--- config.mk ---
export PLATFORM = sky130hd
export DESIGN_NAME = fwd_hazard_ctrl
export DESIGN_NICKNAME = d
export VERILOG_FILES = /design/src/rtl/fwd_hazard_ctrl.sv
export SDC_FILE = /design/constraint.sdc
export NUM_CORES = 1
export LEC_CHECK = 0
export BUFFER_PORTS_ARGS = -buffer_cell sky130_fd_sc_hd__buf_2
export CAP_MARGIN = 15
export CORE_AREA = 4 4 65 67
export CTS_BUF_LIST = sky130_fd_sc_hd__clkbuf_8
export DETAILED_ROUTE_END_ITERATION = 8
export DIE_AREA = 0 0 69 71
export PLACE_DENSITY = 0.8
export SYNTH_ARGS = -nofsm -noshare
export SYNTH_HDL_FRONTEND = slang
export SYNTH_SLANG_ARGS = --single-unit
export TNS_END_PERCENT = 20
--- constraint.sdc ---
create_clock -name clk -period 1.9 [get_ports clk]
set_input_delay 0.38 -clock clk [delete_from_list [all_inputs] [get_ports clk]]
set_output_delay 0.38 -clock clk [all_outputs]
set_load 0.1 [all_outputs]
--- src/rtl/fwd_hazard_ctrl.sv ---
// Forwarding-select and load/link-use hazard control for the 5-stage pipeline.
// Optional stall counter output enabled by defining FWD_STALL_CNT_EN.
module fwd_hazard_ctrl #(
   parameter int unsigned REG_AW      = 5,
   parameter int unsigned NUM_FWD_SRC = 3
) (
   input  logic              clk,
   input  logic              rst,
   input  logic              hold,
   input  logic              flush,
   input  logic              id_valid,
   input  logic [REG_AW-1:0] id_rs,
   input  logic [REG_AW-1:0] id_rt,
   input  logic              id_uses_rs,
   input  logic              id_uses_rt,
   input  logic [REG_AW-1:0] id_rd,
   input  logic              id_regwrite,
   input  logic [1:0]        id_datatoreg,
   output logic [1:0]        fwd_a_sel,
   output logic [1:0]        fwd_b_sel,
   output logic              stall,
   output logic              bubble
`ifdef FWD_STALL_CNT_EN
   ,
   output logic [31:0]       stall_cnt
`endif
);

   localparam int unsigned SelW = $clog2(NUM_FWD_SRC);
   localparam logic [SelW-1:0] SelRf  = SelW'(0);
   localparam logic [SelW-1:0] SelMem = SelW'(1);
   localparam logic [SelW-1:0] SelWb  = SelW'(2);

   typedef struct packed {
      logic              valid;
      logic [REG_AW-1:0] rd;
      logic              regwrite;
      logic [1:0]        datatoreg;
   } wr_tag_t;

   typedef struct packed {
      wr_tag_t           wr;
      logic [REG_AW-1:0] rs;
      logic [REG_AW-1:0] rt;
      logic              uses_rs;
      logic              uses_rt;
   } ex_tag_t;

   ex_tag_t ex_q, ex_d;
   wr_tag_t mem_q, mem_d;
   wr_tag_t wb_q, wb_d;

   logic [SelW-1:0] sel_a, sel_b;
   logic            hazard;

   function automatic logic is_writer(wr_tag_t t);
      return t.valid & t.regwrite & (t.rd != '0);
   endfunction

   // MEM only forwards ALU results; loads/links are resolved via the stall.
   function automatic logic [SelW-1:0] fwd_sel(logic uses, logic [REG_AW-1:0] src,
                                                wr_tag_t mem, wr_tag_t wb);
      if (uses && is_writer(mem) && mem.datatoreg == 2'b00 && mem.rd == src) begin
         return SelMem;
      end else if (uses && is_writer(wb) && wb.rd == src) begin
         return SelWb;
      end
      return SelRf;
   endfunction

   always_comb begin
      sel_a = fwd_sel(ex_q.uses_rs, ex_q.rs, mem_q, wb_q);
      sel_b = fwd_sel(ex_q.uses_rt, ex_q.rt, mem_q, wb_q);
   end

   assign fwd_a_sel = sel_a;
   assign fwd_b_sel = sel_b;

   always_comb begin
      hazard = id_valid & ~flush & is_writer(ex_q.wr) & (ex_q.wr.datatoreg != 2'b00) &
               ((id_uses_rs & (id_rs == ex_q.wr.rd)) | (id_uses_rt & (id_rt == ex_q.wr.rd)));
      stall  = hazard & ~hold;
      bubble = (hazard | flush) & ~hold;
   end

   always_comb begin
      mem_d = ex_q.wr;
      wb_d  = mem_q;
      ex_d  = '0;
      if (!(stall || flush || !id_valid)) begin
         ex_d.wr.valid     = 1'b1;
         ex_d.wr.rd        = id_rd;
         ex_d.wr.regwrite  = id_regwrite;
         ex_d.wr.datatoreg = id_datatoreg;
         ex_d.rs           = id_rs;
         ex_d.rt           = id_rt;
         ex_d.uses_rs      = id_uses_rs;
         ex_d.uses_rt      = id_uses_rt;
      end
   end

   always_ff @(posedge clk) begin
      if (rst) begin
         ex_q  <= '0;
         mem_q <= '0;
         wb_q  <= '0;
      end else if (!hold) begin
         ex_q  <= ex_d;
         mem_q <= mem_d;
         wb_q  <= wb_d;
      end
   end

   // WB writeback source is already resolved by the datapath mux.
   logic unused_wb_dtr;
   assign unused_wb_dtr = ^wb_q.datatoreg;

`ifdef FWD_STALL_CNT_EN
   logic [31:0] stall_cnt_q, stall_cnt_d;

   always_comb begin
      stall_cnt_d = stall_cnt_q;
      if (stall) stall_cnt_d = stall_cnt_q + 32'd1;
   end

   always_ff @(posedge clk) begin
      if (rst) stall_cnt_q <= '0;
      else     stall_cnt_q <= stall_cnt_d;
   end

   assign stall_cnt = stall_cnt_q;
`endif

endmodule

[After elaboration in Yosys (flattened, before gate mapping)]
Index checks and enable logic that the tools add are counted.
Storage, ports and cells
  RAM bits: 0
  register bits: 37
  bits in read-only memories: 0
  bits in latches: 0
  input bits: 25
  memories: 0
  logic and storage cells: 68
  output and inout port bits: 6
Cells by class
  order comparisons: 0
  divide/modulo/power cells: 0
  bitwise gates (word level): 18
  multiply operators: 0
  reductions and logical operators: 18
  equality and inequality tests: 6
  add/sub/neg operators: 0
  multiplexer cells: 11
  shifts and indexed selects: 0
Operator list (count)
  $eq 5x5->1: 6
  $mux 21: 1
  $reduce_bool 5->1: 3
  $and 1x1->1: 14
  $mux 2: 6
  $logic_and 1x1->1: 10
  $mux 1: 4
  $logic_not 2->1: 1
  $logic_or 1x1->1: 2
  $not 1->1: 2
  $or 1x1->1: 2
  $reduce_bool 2->1: 1
  $logic_not 1->1: 1

[Depth between registers and ports, before layout]
  word-level depth: 9
  depth in mapped cells: 6
  gate-level depth less buffers: 4

[Worst setup path before layout]
Ideal clock, no wire load.
  kind: flip-flop to output port
  start: register mem_q[8] (netlist bit)
  end: output fwd_a_sel[1]
  data required time: 1520 ps
  arrival: 4271 ps
  buffers on the path: 0
  stages on the path, launching flop included: 5
  slack: -2751 ps
  cells stage by stage: dfxtp_1 > nor4bb_1 > o21ai_1 > nor3_1 > nor3_1
On the way
  word-level cells in the longest chain between the ends: 7
  elaborated cells between the ends (all ways): 8
  classes of those cells: mux (3); bitwise (2); reduce/logical (3)
RTL lines
  start, declared: line 50  | wr_tag_t mem_q, mem_d;
  start signal, assigned: line 109  | mem_q <= mem_d;
  $and 1x1->1 * (2 in a row): line 57  | return t.valid & t.regwrite & (t.rd != '0);
  $logic_and 1x1->1 * (3 in a row): line 63  | if (uses && is_writer(mem) && mem.datatoreg == 2'b00 && mem.rd == src) begin
  $mux 2 or $mux 1 (tied branches): line 63
  $mux 2 *: line 68  | return SelRf;
  end, declared: line 19  | output logic [1:0] fwd_a_sel,
Mark *: on every way between the ends. The rest lies on a longest branch, timed or not.

[Worst setup path after layout]
  start: register ex_q[19] (netlist bit)
  end: output bubble
On the way
  word-level cells in the longest chain between the ends: 7
  elaborated cells between the ends (all ways): 12
  classes of those cells: eq/ne (2); bitwise (9); reduce/logical (1)
RTL lines
  start, declared: line 49  | ex_tag_t ex_q, ex_d;
  start signal, assigned: line 104  | ex_q <= '0;
  start signal, assigned: line 108  | ex_q <= ex_d;
  $reduce_bool 5->1: line 57
  $and 1x1->1: line 57
  $and 1x1->1 (2 in a row): line 80  | hazard = id_valid & ~flush & is_writer(ex_q.wr) & (ex_q.wr.datatoreg != 2'b00) &
  $and 1x1->1 *: line 80
  $or 1x1->1 *: line 83  | bubble = (hazard | flush) & ~hold;
  $and 1x1->1 *: line 83
  end, declared: line 22  | output logic bubble
Marked as above.

==> metrics.txt <==
status finished with violations; failing checks setup timing; EDFF count, synth 0; vias post-DR 1737; Fmax roughly 460 MHz; min-delay src id_rd[4]; mapped cell area approximately 0.0021 mm2; final wirelength approximately 5100 um; post-CTS setup repair buffer count 0; Placed Area ~0.0026 mm2; met1 WL around 2300 um; Max transition margin 0.728; largest net degree at the start of global routing 22; Most used DFF post-synth dfxtp_1; RR Startpoint ex_q[16]; initial drt markers 83; Post-DRT Antenna Nets 0; fill count between 200 and 300; PortBufs 30; first-pass GRT wire length 8420 um; Inserted Clock Buffers 5; WL met3 ~230 um; DP Cell Count 290; Num Clock Sinks 37; Critical Path RT around 1.5 ns; Worst-path clk slew roughly 0.07 ns; R2R depth 6; CTS Hold Bufs 0; Synth Instances approximately 210; initial antenna violation count 0; Critical Path AT ~1.8 ns; final setup vio count 6; vias in the first global route 1731; top cells by area, synth dfxtp_1 35%, nor3b_2 11%, a22o_1 8.3%, mux2i_1 7.6%, a21o_1 7.1%; initial cell density of the core 0.583; sequential cell area fraction in the yosys report 0.349; Yosys warnings 0; wire per inst approximately 17 um; Power Dens Cells between 600 and 700 mW/mm2; most common cell after layout, fill and taps aside dfxtp_1; Die X ~69 um; commonest non-fill, non-tap cells in the layout 30 x dfxtp_1, 24 x buf_2, 20 x a22o_1, 20 x a21o_1, 19 x nor3b_2; FF-to-FF End ex_q[4]; Setup Skew ~0.005 ns; maximum VDD drop 480 uV; area leader, netlist dfxtp_1; Synth Register Bits 37; drt first pass iters 4; CTS tree yes; area grow syn2layout 26.9%; Tmin final about 2.2 ns; vias per cell 5.85; FP Rows 22; crit path launch type flop; final non-filler cell total 297; post-detail-place hpwl roughly 3600 um; post-synthesis net count 233; crit path capture type output port; H-tree depth 2; WL met2 roughly 2500 um; Max Used Layer met4; GRT Residual Overflow 0; share of the synthesized area in the top cell type 0.349; final core occ 0.740; crit share post-route 1.15; layout cell share with drive strength beyond 1 0.390; Hold EP ex_q[19]; DRC viols 0; Antenna diodes 0; Fin Setup TNS -1.45 ns; die area just under 0.005 mm2; IO Count 31; Worst Path Max Fanout 4; Synth Area per Inst around 10 um2; Clock Path Buffers 2; Core ar. between 0.003 and 0.004 mm2; Yosys cell types 35; final slew viol count 0; reg-to-reg slack, setup 0.22 ns; max cap viols 0; Slew @ Worst Pin between 0.4 and 0.5 ns; hold slack ~0.47 ns; Worst Slack Setup Final -0.288 ns; GPL Wtd Cong between 0.8 and 0.9; cell area after layout roughly 0.0027 mm2; kind of critical path reg -> out; die height slightly above 70 um; GRT Util Overall 0.214; clk_lat worst skew 0.30 ns; Layout Nets approximately 270; final hold vios 0; unrepaired setup endpoints after global routing yes; Hold/Removal Path Class in -> reg; Synth async-reset ratio 0; Static Leak between 1 and 1.5 nW; Hold Path Depth 3; CTS root buf clkbuf_8
[layout make-up]
cell class              instances  area (um2)  area share
repair buffers                 49         390       0.145
well taps                      48        60.1      0.0223
inverters                       1        3.75     0.00140
multi-input cells             155        1400       0.519
clock inverters                 1        3.75     0.00140
flip-flops and latches         37         754       0.280
clock buffers                   6        82.6      0.0307
[registers in the layout (all words and copies together) (netlist names)]
register  count
ex_q         21
mem_q         9
wb_q          7
[cells by family (layout without fill, tap and decap cells)]
family                    Yosys count  count (layout)  share of synthesized area
AOI/OAI and AO/OA                  47              47                      0.181
xor gates and xnor gates           30              30                      0.124
buffers and inverters              16              57                     0.0460
DFF                                37              37                      0.349
muxes                              16              16                     0.0756
and+or+nand+nor                    62              62                      0.224
[stage by stage]
step,worst slack [ns],power (W)
after floorplan,-0.522,0.00102
after global placement,-0.117,0.00109
after detailed placement,-0.118,0.00110
after CTS,-0.305,0.00164
after global routing,-0.432,0.00171
final,-0.288,0.00164
[how the worst max path moves through the flow]
| stage | startpoint | endpoint | slack [ns] | depth (start not counted) |
|---|---|---|---|---|
| after floorplan | mem_q[7] | fwd_b_sel[1] | -0.52 | 4 |
| after global placement | id_rs[4] | bubble | -0.12 | 6 |
| after detailed placement | id_rs[4] | bubble | -0.12 | 6 |
| after CTS | ex_q[19] | bubble | -0.31 | 5 |
| after global routing | ex_q[19] | stall | -0.43 | 5 |
| final | ex_q[19] | bubble | -0.29 | 5 |
[where the power goes]
part / switching (W) / total, W / leakage [nW] / internal, W
registers: 0.0000334 / 0.000835 / 0.304 / 0.000802
logic: 0.000130 / 0.000254 / 0.905 / 0.000124
clock network: 0.000272 / 0.000554 / 0.0485 / 0.000282
total: 0.000435 / 0.00164 / 1.26 / 0.00121
[what timing repair did]
action                     CTS  global route
setup endpoints to repair    6            26
pin swaps                    3             9
resized for setup            3            12
[cells in the mapped netlist, types with 2 or more instances]
master	n
buf_2	6
dfxtp_1	37
nand4_1	2
a22o_1	20
nor4_1	4
or4_1	2
mux2i_1	16
a21o_1	20
nor3_1	4
xor2_1	16
clkbuf_1	4
buf_6	4
nand3_1	2
xnor2_1	14
nand2_1	3
nor2_1	17
nor3b_2	19
[per-layer routing]
metal | up-vias | GRT usage
met1 | 842 | 0.279
li1 | 837 | -
met3 | 6 | 0.0455
met5 | - | 0
met2 | 52 | 0.351
met4 | 0 | 0.0738
[critical path, cell delays in order, from the launching register on]
cell and delay (ns):
dfxtp_4 0.37, xor2_1 0.16, nor4_1 0.33, a32oi_2 0.18, o31ai_4 0.26, buf_12 0.21
Power figures use the tool's default switching activity.
